## src/rtl/ram_pkg.sv

```systemverilog
// Shared definitions for the RAM fill/scan controller: default geometry and
// the controller state encoding.
package ram_pkg;

    // Default address width (depth is 2**N_DEF words) and data word width.
    localparam int N_DEF = 4;
    localparam int M_DEF = 4;

    // Controller states. Exactly four; DONE is a single-cycle completion state.
    typedef enum logic [1:0] {
        ST_IDLE = 2'd0,
        ST_FILL = 2'd1,
        ST_SCAN = 2'd2,
        ST_DONE = 2'd3
    } state_t;

endpackage

```

## src/rtl/ram_addr_cnt.sv

```systemverilog
// Memory address counter: synchronous clear, increment with natural wrap,
// and a terminal-count flag marking the last address of the memory.
module ram_addr_cnt
    import ram_pkg::*;
#(
    parameter int N = N_DEF
) (
    input  logic         clk_i,
    input  logic         rst_i,
    input  logic         clr_i,
    input  logic         inc_i,
    output logic [N-1:0] addr_o,
    output logic         last_o
);

    // Address register; clear wins over increment, increment wraps at 2**N-1.
    always_ff @(posedge clk_i or posedge rst_i) begin
        if (rst_i) begin
            addr_o <= '0;
        end else if (clr_i) begin
            addr_o <= '0;
        end else if (inc_i) begin
            addr_o <= addr_o + {{(N-1){1'b0}}, 1'b1};
        end
    end

    // Terminal count: all address bits set means the final word.
    assign last_o = &addr_o;

endmodule

```

## src/rtl/ram_scan_ctrl.sv

```systemverilog
// RAM fill/scan controller. FILL writes (seed + address) to every word;
// SCAN reads every word, summing the data and counting zero words.
// Handshake: start_i is a level request sampled only in IDLE; a command, once
// accepted, runs 2**N access cycles followed by one DONE cycle (done_o pulse).
// Every command output is decoded from the registered state so that an
// asynchronous reset silences the memory interface immediately.
module ram_scan_ctrl
    import ram_pkg::*;
#(
    parameter int N = N_DEF,
    parameter int M = M_DEF
) (
    input  logic           clk_i,
    input  logic           rst_i,
    input  logic           start_i,
    input  logic           mode_i,
    input  logic [M-1:0]   seed_i,
    output logic           busy_o,
    output logic           done_o,
    output logic [N-1:0]   addr_o,
    output logic           wren_o,
    output logic           rden_o,
    output logic [M-1:0]   dato_write_o,
    input  logic [M-1:0]   dato_read_i,
    output logic [M+N-1:0] sum_o,
    output logic [N:0]     zero_cnt_o,
    output state_t         state_o
);

    state_t         state_q;
    state_t         state_d;
    logic [M-1:0]   seed_q;
    logic           cnt_clr;
    logic           cnt_inc;
    logic           cnt_last;
    logic [M-1:0]   addr_m;
    logic           accept;
    logic           scan_start;

    ram_addr_cnt #(.N(N)) u_addr_cnt (
        .clk_i  (clk_i),
        .rst_i  (rst_i),
        .clr_i  (cnt_clr),
        .inc_i  (cnt_inc),
        .addr_o (addr_o),
        .last_o (cnt_last)
    );

    // Address resized to the data width so seed + address wraps mod 2**M.
    generate
        if (N >= M) begin : g_addr_trunc
            assign addr_m = addr_o[M-1:0];
        end else begin : g_addr_ext
            assign addr_m = {{(M-N){1'b0}}, addr_o};
        end
    endgenerate

    assign accept     = (state_q == ST_IDLE) && start_i;
    assign scan_start = accept && mode_i;
    assign state_o    = state_q;

    // State register.
    always_ff @(posedge clk_i or posedge rst_i) begin
        if (rst_i) begin
            state_q <= ST_IDLE;
        end else begin
            state_q <= state_d;
        end
    end

    // Next-state and memory-interface decode.
    always_comb begin
        state_d      = state_q;
        cnt_clr      = 1'b0;
        cnt_inc      = 1'b0;
        busy_o       = 1'b0;
        done_o       = 1'b0;
        wren_o       = 1'b0;
        rden_o       = 1'b0;
        dato_write_o = '0;
        case (state_q)
            ST_IDLE: begin
                if (start_i) begin
                    cnt_clr = 1'b1;
                    state_d = mode_i ? ST_SCAN : ST_FILL;
                end
            end
            ST_FILL: begin
                busy_o       = 1'b1;
                wren_o       = 1'b1;
                dato_write_o = seed_q + addr_m;
                cnt_inc      = 1'b1;
                if (cnt_last) state_d = ST_DONE;
            end
            ST_SCAN: begin
                busy_o  = 1'b1;
                rden_o  = 1'b1;
                cnt_inc = 1'b1;
                if (cnt_last) state_d = ST_DONE;
            end
            ST_DONE: begin
                done_o  = 1'b1;
                state_d = ST_IDLE;
            end
            default: state_d = ST_IDLE;
        endcase
    end

    // Seed capture on command acceptance.
    always_ff @(posedge clk_i or posedge rst_i) begin
        if (rst_i) begin
            seed_q <= '0;
        end else if (accept) begin
            seed_q <= seed_i;
        end
    end

    // Sum and zero-word count: cleared when a SCAN is accepted, updated each
    // SCAN cycle, held otherwise (FILL does not touch them).
    always_ff @(posedge clk_i or posedge rst_i) begin
        if (rst_i) begin
            sum_o      <= '0;
            zero_cnt_o <= '0;
        end else if (scan_start) begin
            sum_o      <= '0;
            zero_cnt_o <= '0;
        end else if (state_q == ST_SCAN) begin
            sum_o <= sum_o + {{N{1'b0}}, dato_read_i};
            if (dato_read_i == '0) begin
                zero_cnt_o <= zero_cnt_o + {{N{1'b0}}, 1'b1};
            end
        end
    end

endmodule

```

## config.mk

```make
export PLATFORM = sky130hd
export DESIGN_NAME = ram_scan_ctrl
export DESIGN_NICKNAME = d
export VERILOG_FILES = /design/src/rtl/ram_pkg.sv /design/src/rtl/ram_addr_cnt.sv /design/src/rtl/ram_scan_ctrl.sv
export SDC_FILE = /design/constraint.sdc
export NUM_CORES = 1
export LEC_CHECK = 0
export ABC_AREA = 1
export BUFFER_PORTS_ARGS = -buffer_cell sky130_fd_sc_hd__buf_2
export CAP_MARGIN = 20
export CORE_ASPECT_RATIO = 1.2
export CORE_MARGIN = 2
export CORE_UTILIZATION = 47
export CTS_CLUSTER_DIAMETER = 120
export DETAILED_ROUTE_END_ITERATION = 12
export PLACE_DENSITY = 0.77
export RECOVER_POWER = 50
export SLEW_MARGIN = 0
export SYNTH_ARGS = -nofsm -noshare
export SYNTH_HDL_FRONTEND = slang
export SYNTH_SLANG_ARGS = --single-unit
```

## constraint.sdc

```tcl
create_clock -name clk_i -period 1.5 [get_ports clk_i]
set_input_delay 0.3 -clock clk_i [delete_from_list [all_inputs] [get_ports clk_i]]
set_output_delay 0.3 -clock clk_i [all_outputs]
set_load 0.005 [all_outputs]
```

==> results of run 1 <==
cell families after synthesis:
| logic type | Yosys count | share of synthesized area [%] |
|---|---|---|
| simple gates | 91 | 29.2 |
| xor+xnor | 4 | 2.36 |
| compound gates | 21 | 7.42 |
| flops | 23 | 38.8 |
| fa+ha+maj | 16 | 14.5 |
| buf+inv | 27 | 7.76 |
final cells by class:
cell class	instances	share of cell area, %
flip-flops and latches	23	27.2
repair buffers	65	20.5
inverters	25	4.67
clock buffers	4	1.24
well taps	36	2.13
multi-input cells	132	44.2
path summary, 6_finish.rpt:
path | start | endpoint | slack, ps | depth (start not counted)
max | u_addr_cnt.addr_o[0]$_DFFE_PP0P_ | dato_write_o[1] | -430 | 5
min | seed_i[3] | seed_q[3]$_DFFE_PP0N_ | 170 | 3
max reg2reg | sum_o[0]$_DFFE_PP0P_ | sum_o[6]$_DFFE_PP0P_ | -60 | 11
min reg2reg | seed_q[2]$_DFFE_PP0N_ | seed_q[2]$_DFFE_PP0N_ | 520 | 2
max in group asynchronous | rst_i | u_addr_cnt.addr_o[1]$_DFFE_PP0P_ | 480 | 4
min in group asynchronous | rst_i | zero_cnt_o[0]$_DFFE_PP0P_ | 630 | 4
power breakdown:
group / total [mW] / switching [mW] / internal, mW
combinational: 2.70 / 1.34 / 1.37
sequential: 1.12 / 0.242 / 0.878
clock: 0.304 / 0.199 / 0.104
total: 4.13 / 1.78 / 2.35
cell usage in the layout, fill, tap and decap left out, types with 3 or more instances in the layout:
master / Yosys / routed
xor2_1: 3 / 3
buf_4: 0 / 18
dfrtp_1: 23 / 23
buf_2: 1 / 37
inv_1: 24 / 19
a21oi_1: 9 / 7
nand3_1: 18 / 16
nand2_2: 1 / 5
ha_4: 0 / 7
ha_1: 14 / 6
buf_6: 1 / 7
nand2_4: 2 / 3
o21ai_0: 9 / 7
clkbuf_4: 0 / 3
nor2_1: 17 / 17
o21ai_1: 1 / 3
inv_2: 0 / 5
nand2_1: 47 / 42
nand3_2: 1 / 3
sequential cells by signal (all words and copies together) (netlist names):
register and cells:
sum_o 8, zero_cnt_o 5, seed_q 4, u_addr_cnt.addr_o 4, state_o 2
per-layer routing:
| layer | track usage, % | wire, um | part of all wire, % | up-vias |
|---|---|---|---|---|
| li1 | - | - | - | 716 |
| met1 | 21.8 | 1420 | 39 | 688 |
| met2 | 34.4 | 2030 | 56 | 39 |
| met3 | 1.57 | 123 | 3.4 | 8 |
| met4 | 11.3 | 83 | 2.3 | 0 |
| met5 | 0 | 0 | 0 | - |
tightest hold or removal path: stages:
cell     delay (ps)
buf_2            70
nand2_1          40
nand2_1          50
Yosys cell counts, types with 2 or more instances:
master	number	area share [%]
a21oi_1	9	3.0
dfrtp_1	23	39
fa_1	2	2.7
ha_1	14	12
inv_1	24	6.1
nand2_1	47	12
nand2_4	2	1.5
nand2_8	2	2.7
nand3_1	18	6.1
nor2_1	17	4.3
o21ai_0	9	3.0
xor2_1	3	1.8
stage by stage:
step	total power [mW]	worst slack, ps	TNS (ps)	utilization (%)
after floorplan	2.31	10.9	0	-
after global placement	3.00	-53.7	-179	59.7
after detailed placement	3.06	-88.7	-276	59.7
final	4.13	-427	-1480	69.8
after CTS	3.58	-431	-1530	63.7
after global routing	4.50	-523	-2400	69.8
repair_timing:
| action | in CTS | in global routing |
|---|---|---|
| gates cloned | 0 | 0 |
| setup buffers | 5 | 9 |
| endpoints found under the setup margin | 8 | 18 |
| hold buffers | 1 | 0 |
| hold endpoints to repair | 11 | 0 |
| gates resized for setup | 12 | 27 |
| pin swaps | 3 | 10 |
==> qor.csv, run 1 <==
metric,value,unit
status,finished with violations,
violations,negative setup slack,
path_clk_slew,120,ps
grt_pass1_vias,1315,
rsz0062_at_grt,yes,
end_kind,primary output,
viasPerCell,5.09,
critPathKind,reg -> out,
fp.dieW,55.3,um
fin_cells,285,
cp_slowest_stage_delay,520,ps
place_inst,267,
period_minus_slack,1930,ps
clock-sinks,23,
design_area,2110,sq um
hold_path.class,in -> reg,
yosysWarningCount,0,
gp_congestion,0.783,
ys.flop_type,dfrtp_1,
antenna_found_initial,0,
grt_pass1_wl,5.42,mm
cts_tree,built,
seq_area,576,sq um
synth_nets,210,
ios,39,
critPathRequiredTime,1200,ps
multi_input_area,935,sq um
crit_chain,"ha_4, fa_2, nand2_1, inv_1, buf_2",
hold_viol_final,0,
synth_edf_count,0,
num_rows,22,
worst_pin_slew,581,ps
max-cap-violations,0,
setup_viol_count_final,7,
finClkSkew,15.5,ps
grt_max_degree,24,
dp_hpwl,2.33,mm
area_growth,42.5,%
dr.first_iter.drc_count,32,
nets,278,
cp-start-kind,flop,
cts_buffer_depth,2,
start_util,49.0,%
htreeDepth,1,
vias,1451,
firstDrtPassIters,4,
syn_area,1480,sq um
ant_nets,0,
grt_use_total,19.0,%
nFillCells,245,
async_reset_ff_share,100,%
wirelength,3.66,mm
cp.arrival,1630,ps
synth.avg_cell_area,8.15,sq um
fmax,0.519,GHz
cts_buffers,3,
drc,0,
postPlaceCellArea,1810,sq um
dieHeight,65.6,um
setup_ws,-427,ps
num_antenna_cells,0,
ys_ff_latch,23,
synthCells,182,
ys_seq_area_share,38.8,%
cellPowerDensity,1950,nW/um^2
power_leakage,1.17,nW
root_buffer,clkbuf_4,
clk_latency,330,ps
grt.overflow.total,0,
cp_slowest_cell,fa_2,
slew_violations,0,
post_drt_wl_per_cell,12.8,um
period_share,128,%
crit_buf_inv,2,
port_buffers,38,
vdd_drop_max,1.29,mV
drive_above_1_share,40.2,%
dieArea,3620,sq um
crit_fanout,2,
core,3030,sq um
whs,172,ps
max_slew_margin,61.3,%
critPathTopFamily,adder cells,
synth_cell_type_count,24,
Note: power is estimated with default switching activity, not from simulation.
==> run 2: changes to the inputs <==
Settings changed: SYNTH_HIERARCHICAL set to 1, TNS_END_PERCENT set to 10.
==> qor.csv, run 2 <==
metric,value,unit,change
status,finished with violations,,
violations,negative setup slack,,
async_reset_ff_share,100,%,unchanged
ant_nets,0,,unchanged
clock-sinks,23,,unchanged
dieArea,3680,sq um,+1.4%
grt_max_degree,20,,-17%
power_leakage,1.15,nW,-1.9%
ys_top_cells_by_count,"48 x nand2_1, 23 x dfrtp_1, 23 x inv_1, 15 x nand3_1",,
post_drt_wl_per_cell,11.1,um,-14%
fp.dieW,55.7,um,+0.70%
setup_ws,-398,ps,+28.8 ps
synthMuxAreaShare,0,%,unchanged
root_buffer,clkbuf_4,,
ys_top_cells_by_area,"dfrtp_1 38%, nand2_1 12%, ha_1 12%, inv_1 5.7%, nand3_1 5.0%",,
num_rows,22,,unchanged
area_growth,31.7,%,
crit_buf_inv,1,,-1
max-cap-violations,0,,unchanged
hold_path.class,in -> reg,,
syn_area,1510,sq um,+1.5%
ys.flop_type,dfrtp_1,,
slew_violations,0,,unchanged
clk_latency,290,ps,-40 ps
core,3060,sq um,+0.91%
largest-register,sum_o,,
hold_viol_final,0,,unchanged
cpMostUsedCell,nand2_1,,
worst_pin_slew,470,ps,-111 ps
crit_chain,"ha_1, a21o_1, a21oi_2, nand2_1, nand2_1, nor2_1, buf_2",,
cts_buffers,3,,unchanged
dr.first_iter.drc_count,25,,-22%
fmax,0.527,GHz,+1.5%
synth_cell_type_count,25,,+4.2%
max_slew_margin,68.7,%,+7.4 points
synth_nets,212,,+0.95%
gp_congestion,0.855,,+9.2%
synth_top_area_share,38.2,%,-0.58 points
min_to,seed_q[1]$_DFFE_PP0N_,,
start_util,49.3,%,+0.30 points
final_cell_mix,"45 x nand2_1, 34 x buf_2, 23 x dfrtp_1, 22 x inv_1, 16 x buf_4",,
port_buffers,38,,unchanged
yosysMostFrequentCell,nand2_1,,
dieHeight,66.0,um,+0.71%
cp.arrival,1600,ps,-30 ps
grt_pass1_wl,5.58,mm,+2.9%
cts_tree,built,,
place_ws,-100,ps,-11.6 ps
synthCells,184,,+1.1%
synth.avg_cell_area,8.19,sq um,+0.41%
ys_ff_latch,23,,unchanged
wirelength,3.09,mm,-16%
r2r_start,sum_o[0]$_DFFE_PP0P_,,
synth_edf_count,0,,unchanged
rrSetupSlack,60,ps,+120 ps
htreeDepth,1,,unchanged
drive_above_1_share,35.4,%,-4.8 points
cp_slowest_cell,dfrtp_1,,
grt_pass1_vias,1383,,+5.2%
path_clk_slew,120,ps,about the same
critPathRequiredTime,1200,ps,about the same
cts_buffer_depth,2,,unchanged
yosysWarningCount,6,,+6
rr_endpoint,sum_o[6]$_DFFE_PP0P_,,
reg.largest.list,"sum_o (8), zero_cnt_o (5)",,
cp_slowest_stage_delay,410,ps,-110 ps
grt.overflow.total,0,,unchanged
ys_seq_area_share,38.2,%,-0.58 points
num_antenna_cells,0,,unchanged
synthAdderAreaFrac,14.3,%,-0.22 points
dp_hpwl,2.50,mm,+7.3%
critPathKind,reg -> out,,
viasPerCell,4.84,,-4.9%
holdPathStages,3,,unchanged
critPathTopFamily,flip-flops,,
synth_xor_area_share,2.33,%,-0.035 points
nets,272,,-2.2%
finClkSkew,5.35,ps,-10.2 ps
drc,0,,unchanged
synth_top_family_by_area,simple AND/OR/NAND/NOR gates,,
ios,39,,unchanged
cp-start-kind,flop,,
final_common_cell,nand2_1,,
rsz0062_at_grt,yes,,
vdd_drop_max,1.57,mV,+22%
firstDrtPassIters,4,,unchanged
grt_use_total,18.6,%,-0.36 points
power.total,3.93,mW,-4.7%
crit_fanout,2,,unchanged
yosys.area_share.simple,30.1,%,+0.98 points
antenna_found_initial,0,,unchanged
largest_reg_flops,8,,unchanged
period_share,127,%,-1.9 points
min_from,seed_i[1],,
period_minus_slack,1900,ps,-28.8 ps
setup_viol_count_final,6,,-1
end_kind,primary output,,
synth_largest_area_cell,dfrtp_1,,
vias,1351,,-6.9%
ff2ff_path_depth,8,,-3
synth-compound-area-share,7.48,%,+0.055 points
cellPowerDensity,1980,nW/um^2,+1.5%
-- run 2: area by class of cell --
cell class,instances,area [sq um]
Fill cell,288,1070
Multi-Input combinational cell,134,885
Sequential cell,23,576
Timing Repair Buffer,57,354
Inverter,25,98.8
Tap cell,36,45.0
Clock buffer,4,26.3
-- run 2: cells by family (layout without fill, tap and decap cells) --
group | after synthesis | count (layout)
DFF | 23 | 23
xor gates and xnor gates | 4 | 4
buffers and inverters | 27 | 86
adders and majority gates | 16 | 16
and+or+nand+nor | 93 | 93
AOI/OAI and AO/OA | 21 | 21
-- run 2: stage by stage --
stage	TNS, ps	hold slack (ps)	instance area, sq um	utilization, %	std cells
global placement	-178	203	1840	60.3	271
global route	-2130	192	1980	64.9	279
CTS	-1200	191	1960	64.3	279
finish	-1240	198	1980	64.9	279
detailed placement	-361	202	1840	60.3	271
floorplan	0	66.1	1510	-	184
-- run 2: how the worst max path moves through the flow --
stage | from | endpoint | depth (start not counted)
global route | u_addr_cnt/addr_o[1]$_DFFE_PP0P_ | dato_write_o[3] | 7
global placement | u_addr_cnt/addr_o[1]$_DFFE_PP0P_ | dato_write_o[3] | 7
floorplan | u_addr_cnt/addr_o[1]$_DFFE_PP0P_ | dato_write_o[3] | 5
CTS | u_addr_cnt/addr_o[0]$_DFFE_PP0P_ | dato_write_o[2] | 5
finish | u_addr_cnt/addr_o[1]$_DFFE_PP0P_ | dato_write_o[3] | 7
detailed placement | u_addr_cnt/addr_o[1]$_DFFE_PP0P_ | dato_write_o[3] | 7
-- run 2: timing repair --
item                       CTS  global route
resized for setup           15             7
hold endpoints to repair     4             0
buffers inserted             3             0
hold buffers                 1             0
setup endpoints to repair    9            13
cloned                       0             0
pin swaps                    3             3
-- run 2: metal layers --
layer | part of all wire, % | global-route usage [%]
met2 | 51 | 36.0
met1 | 44 | 21.8
met5 | 0 | 0
met3 | 4.0 | 2.35
met4 | 1.3 | 4.27
-- run 2: worst reg2reg max path, stage by stage (launching register included) --
cell and delay, ps:
dfrtp_1 410, ha_2 190, fa_2 360, nand3_1 90, nand2_2 80, nand4_1 80
nand2_1 60, inv_1 50, nor2_1 30
-- run 2: report_power, final --
group | leakage (nW) | internal (mW) | switching [mW]
Clock | 0.0150 | 0.103 | 0.168
Combinational | 0.845 | 1.25 | 1.30
Sequential | 0.291 | 0.888 | 0.224
==> run 3: changes to the inputs <==
Settings changed: CORE_MARGIN 2 to 4, TNS_END_PERCENT 10 to unset.
==> qor.csv, run 3 (same netlist as run 2, synthesis figures left out) <==
metric,value,unit,change
status,finished with violations,,
violations,negative setup slack,,
final_util,66.1,%,+1.2 points
gp_congestion,0.836,,-2.2%
grt_pass1_vias,1380,,-0.22%
finClkSkew,2.44,ps,-2.92 ps
nets,277,,+1.8%
setup_ws,-446,ps,-48.3 ps
period_minus_slack,1950,ps,+48.3 ps
max_slew_margin,67.5,%,-1.2 points
dieHeight,70.0,um,+6.1%
multi_input_area,907,sq um,+2.5%
area_growth,35.3,%,
end_kind,primary output,,
worst_pin_slew,487,ps,+17.6 ps
setup_viol_count_final,5,,-1
port_buffers,38,,unchanged
rsz0062_at_grt,yes,,
viasPerCell,4.97,,+2.6%
crit_fanout,2,,unchanged
whs,188,ps,-9.66 ps
cp.arrival,1650,ps,+50 ps
final_cell_mix,"45 x nand2_1, 33 x buf_2, 23 x dfrtp_1, 21 x inv_1, 19 x buf_4",,
clk_latency,300,ps,about the same
start_util,48.9,%,-0.44 points
power_leakage,1.16,nW,+0.49%
period_share,130,%,+3.2 points
grt_use_total,17.8,%,-0.85 points
ios,39,,unchanged
ff2ff_path_depth,9,,+1
cts_buffers,3,,unchanged
vias,1411,,+4.4%
rrSetupSlack,40,ps,-20 ps
htreeDepth,1,,unchanged
slew_violations,0,,unchanged
critPathRequiredTime,1200,ps,about the same
root_buffer,clkbuf_4,,
dr.first_iter.drc_count,49,,+96%
power.total,4.12,mW,+4.7%
reg.largest.list,"sum_o (8), zero_cnt_o (5)",,
critPathKind,reg -> out,,
cp-start-kind,flop,,
drc,0,,unchanged
max-cap-violations,0,,unchanged
place_ws,-113,ps,-13.2 ps
grt.overflow.total,0,,unchanged
vdd_drop_max,1.30,mV,-17%
holdPathStages,3,,unchanged
firstDrtPassIters,4,,unchanged
final_common_cell,nand2_1,,
crit_chain,"ha_4, fa_2, nand2_1, inv_1, buf_2",,
num_antenna_cells,0,,unchanged
num_rows,22,,unchanged
cp_slowest_stage_delay,520,ps,+110 ps
fmax,0.514,GHz,-2.5%
cellPowerDensity,2020,nW/um^2,+2.0%
clock-sinks,23,,unchanged
dp_hpwl,2.66,mm,+6.4%
ant_nets,0,,unchanged
path_clk_slew,130,ps,about the same
hold_viol_final,0,,unchanged
grt_max_degree,20,,unchanged
largest-register,sum_o,,
cts_buffer_depth,2,,unchanged
fin_cells,284,,+1.8%
hold_path.class,in -> reg,,
post_drt_wl_per_cell,12.0,um,+8.1%
wirelength,3.40,mm,+10%
cts_tree,built,,
dieArea,4180,sq um,+14%
core,3080,sq um,+0.90%
antenna_found_initial,0,,unchanged
nFillCells,276,,-4.2%
fp.dieW,59.7,um,+7.2%
grt_pass1_wl,5.88,mm,+5.3%
cp_slowest_cell,fa_2,,
largest_reg_flops,8,,unchanged
place_inst,271,,unchanged
drive_above_1_share,36.3,%,+0.90 points
seq_area,576,sq um,unchanged
run 3: final cells by class:
cell class	instances	area share, %
multi-input cells	134	44.5
well taps	36	2.21
clock buffers	4	1.29
inverters	25	4.97
flip-flops and latches	23	28.2
repair buffers	62	18.8
run 3: routing by layer:
metal	vias up	wire length (um)	part of all wire, %	global-route usage, %
met3	4	140	4.1	2.77
met5	-	0	0	0
met4	0	38	1.1	4.43
met1	651	1460	43	22.5
met2	37	1760	52	30.8
li1	719	-	-	-
run 3: metrics by stage:
step	instance area, sq um	setup TNS [ps]
after floorplan	1510	0
after global placement	1840	-188
after detailed placement	1840	-441
after CTS	1970	-1330
after global routing	2040	-1860
final	2040	-1370
run 3: critical path, delay by kind of cell (launching register included):
family,cells,cell delay (ps)
adder cells (fa/ha/maj),2,710
buffers and inverters,2,140
flip-flops,1,450
AND/OR/NAND/NOR,1,50
run 3: power by group:
group | internal (mW) | switching (mW) | total, mW
clock | 0.104 | 0.183 | 0.286
sequential | 0.887 | 0.258 | 1.15
combinational | 1.34 | 1.35 | 2.69
total | 2.33 | 1.79 | 4.12
run 3: final timing paths:
path                                                    end                    from
min reg2reg                           seed_q[2]$_DFFE_PP0N_   seed_q[2]$_DFFE_PP0N_
max                                         dato_write_o[1]   seed_q[0]$_DFFE_PP0N_
min                                   seed_q[1]$_DFFE_PP0N_               seed_i[1]
max in group asynchronous         zero_cnt_o[2]$_DFFE_PP0P_                   rst_i
max reg2reg                u_addr_cnt/addr_o[3]$_DFFE_PP0P_  state_o[1]$_DFFE_PP0P_
min in group asynchronous  u_addr_cnt/addr_o[1]$_DFFE_PP0P_                   rst_i
run 3: timing repair:
| action | in CTS | in global routing |
|---|---|---|
| setup endpoints to repair | 9 | 13 |
| resized for setup | 15 | 11 |
| pin swaps | 4 | 7 |
| hold endpoints to repair | 4 | 0 |
| hold buffers | 1 | 0 |
| buffers inserted | 3 | 5 |
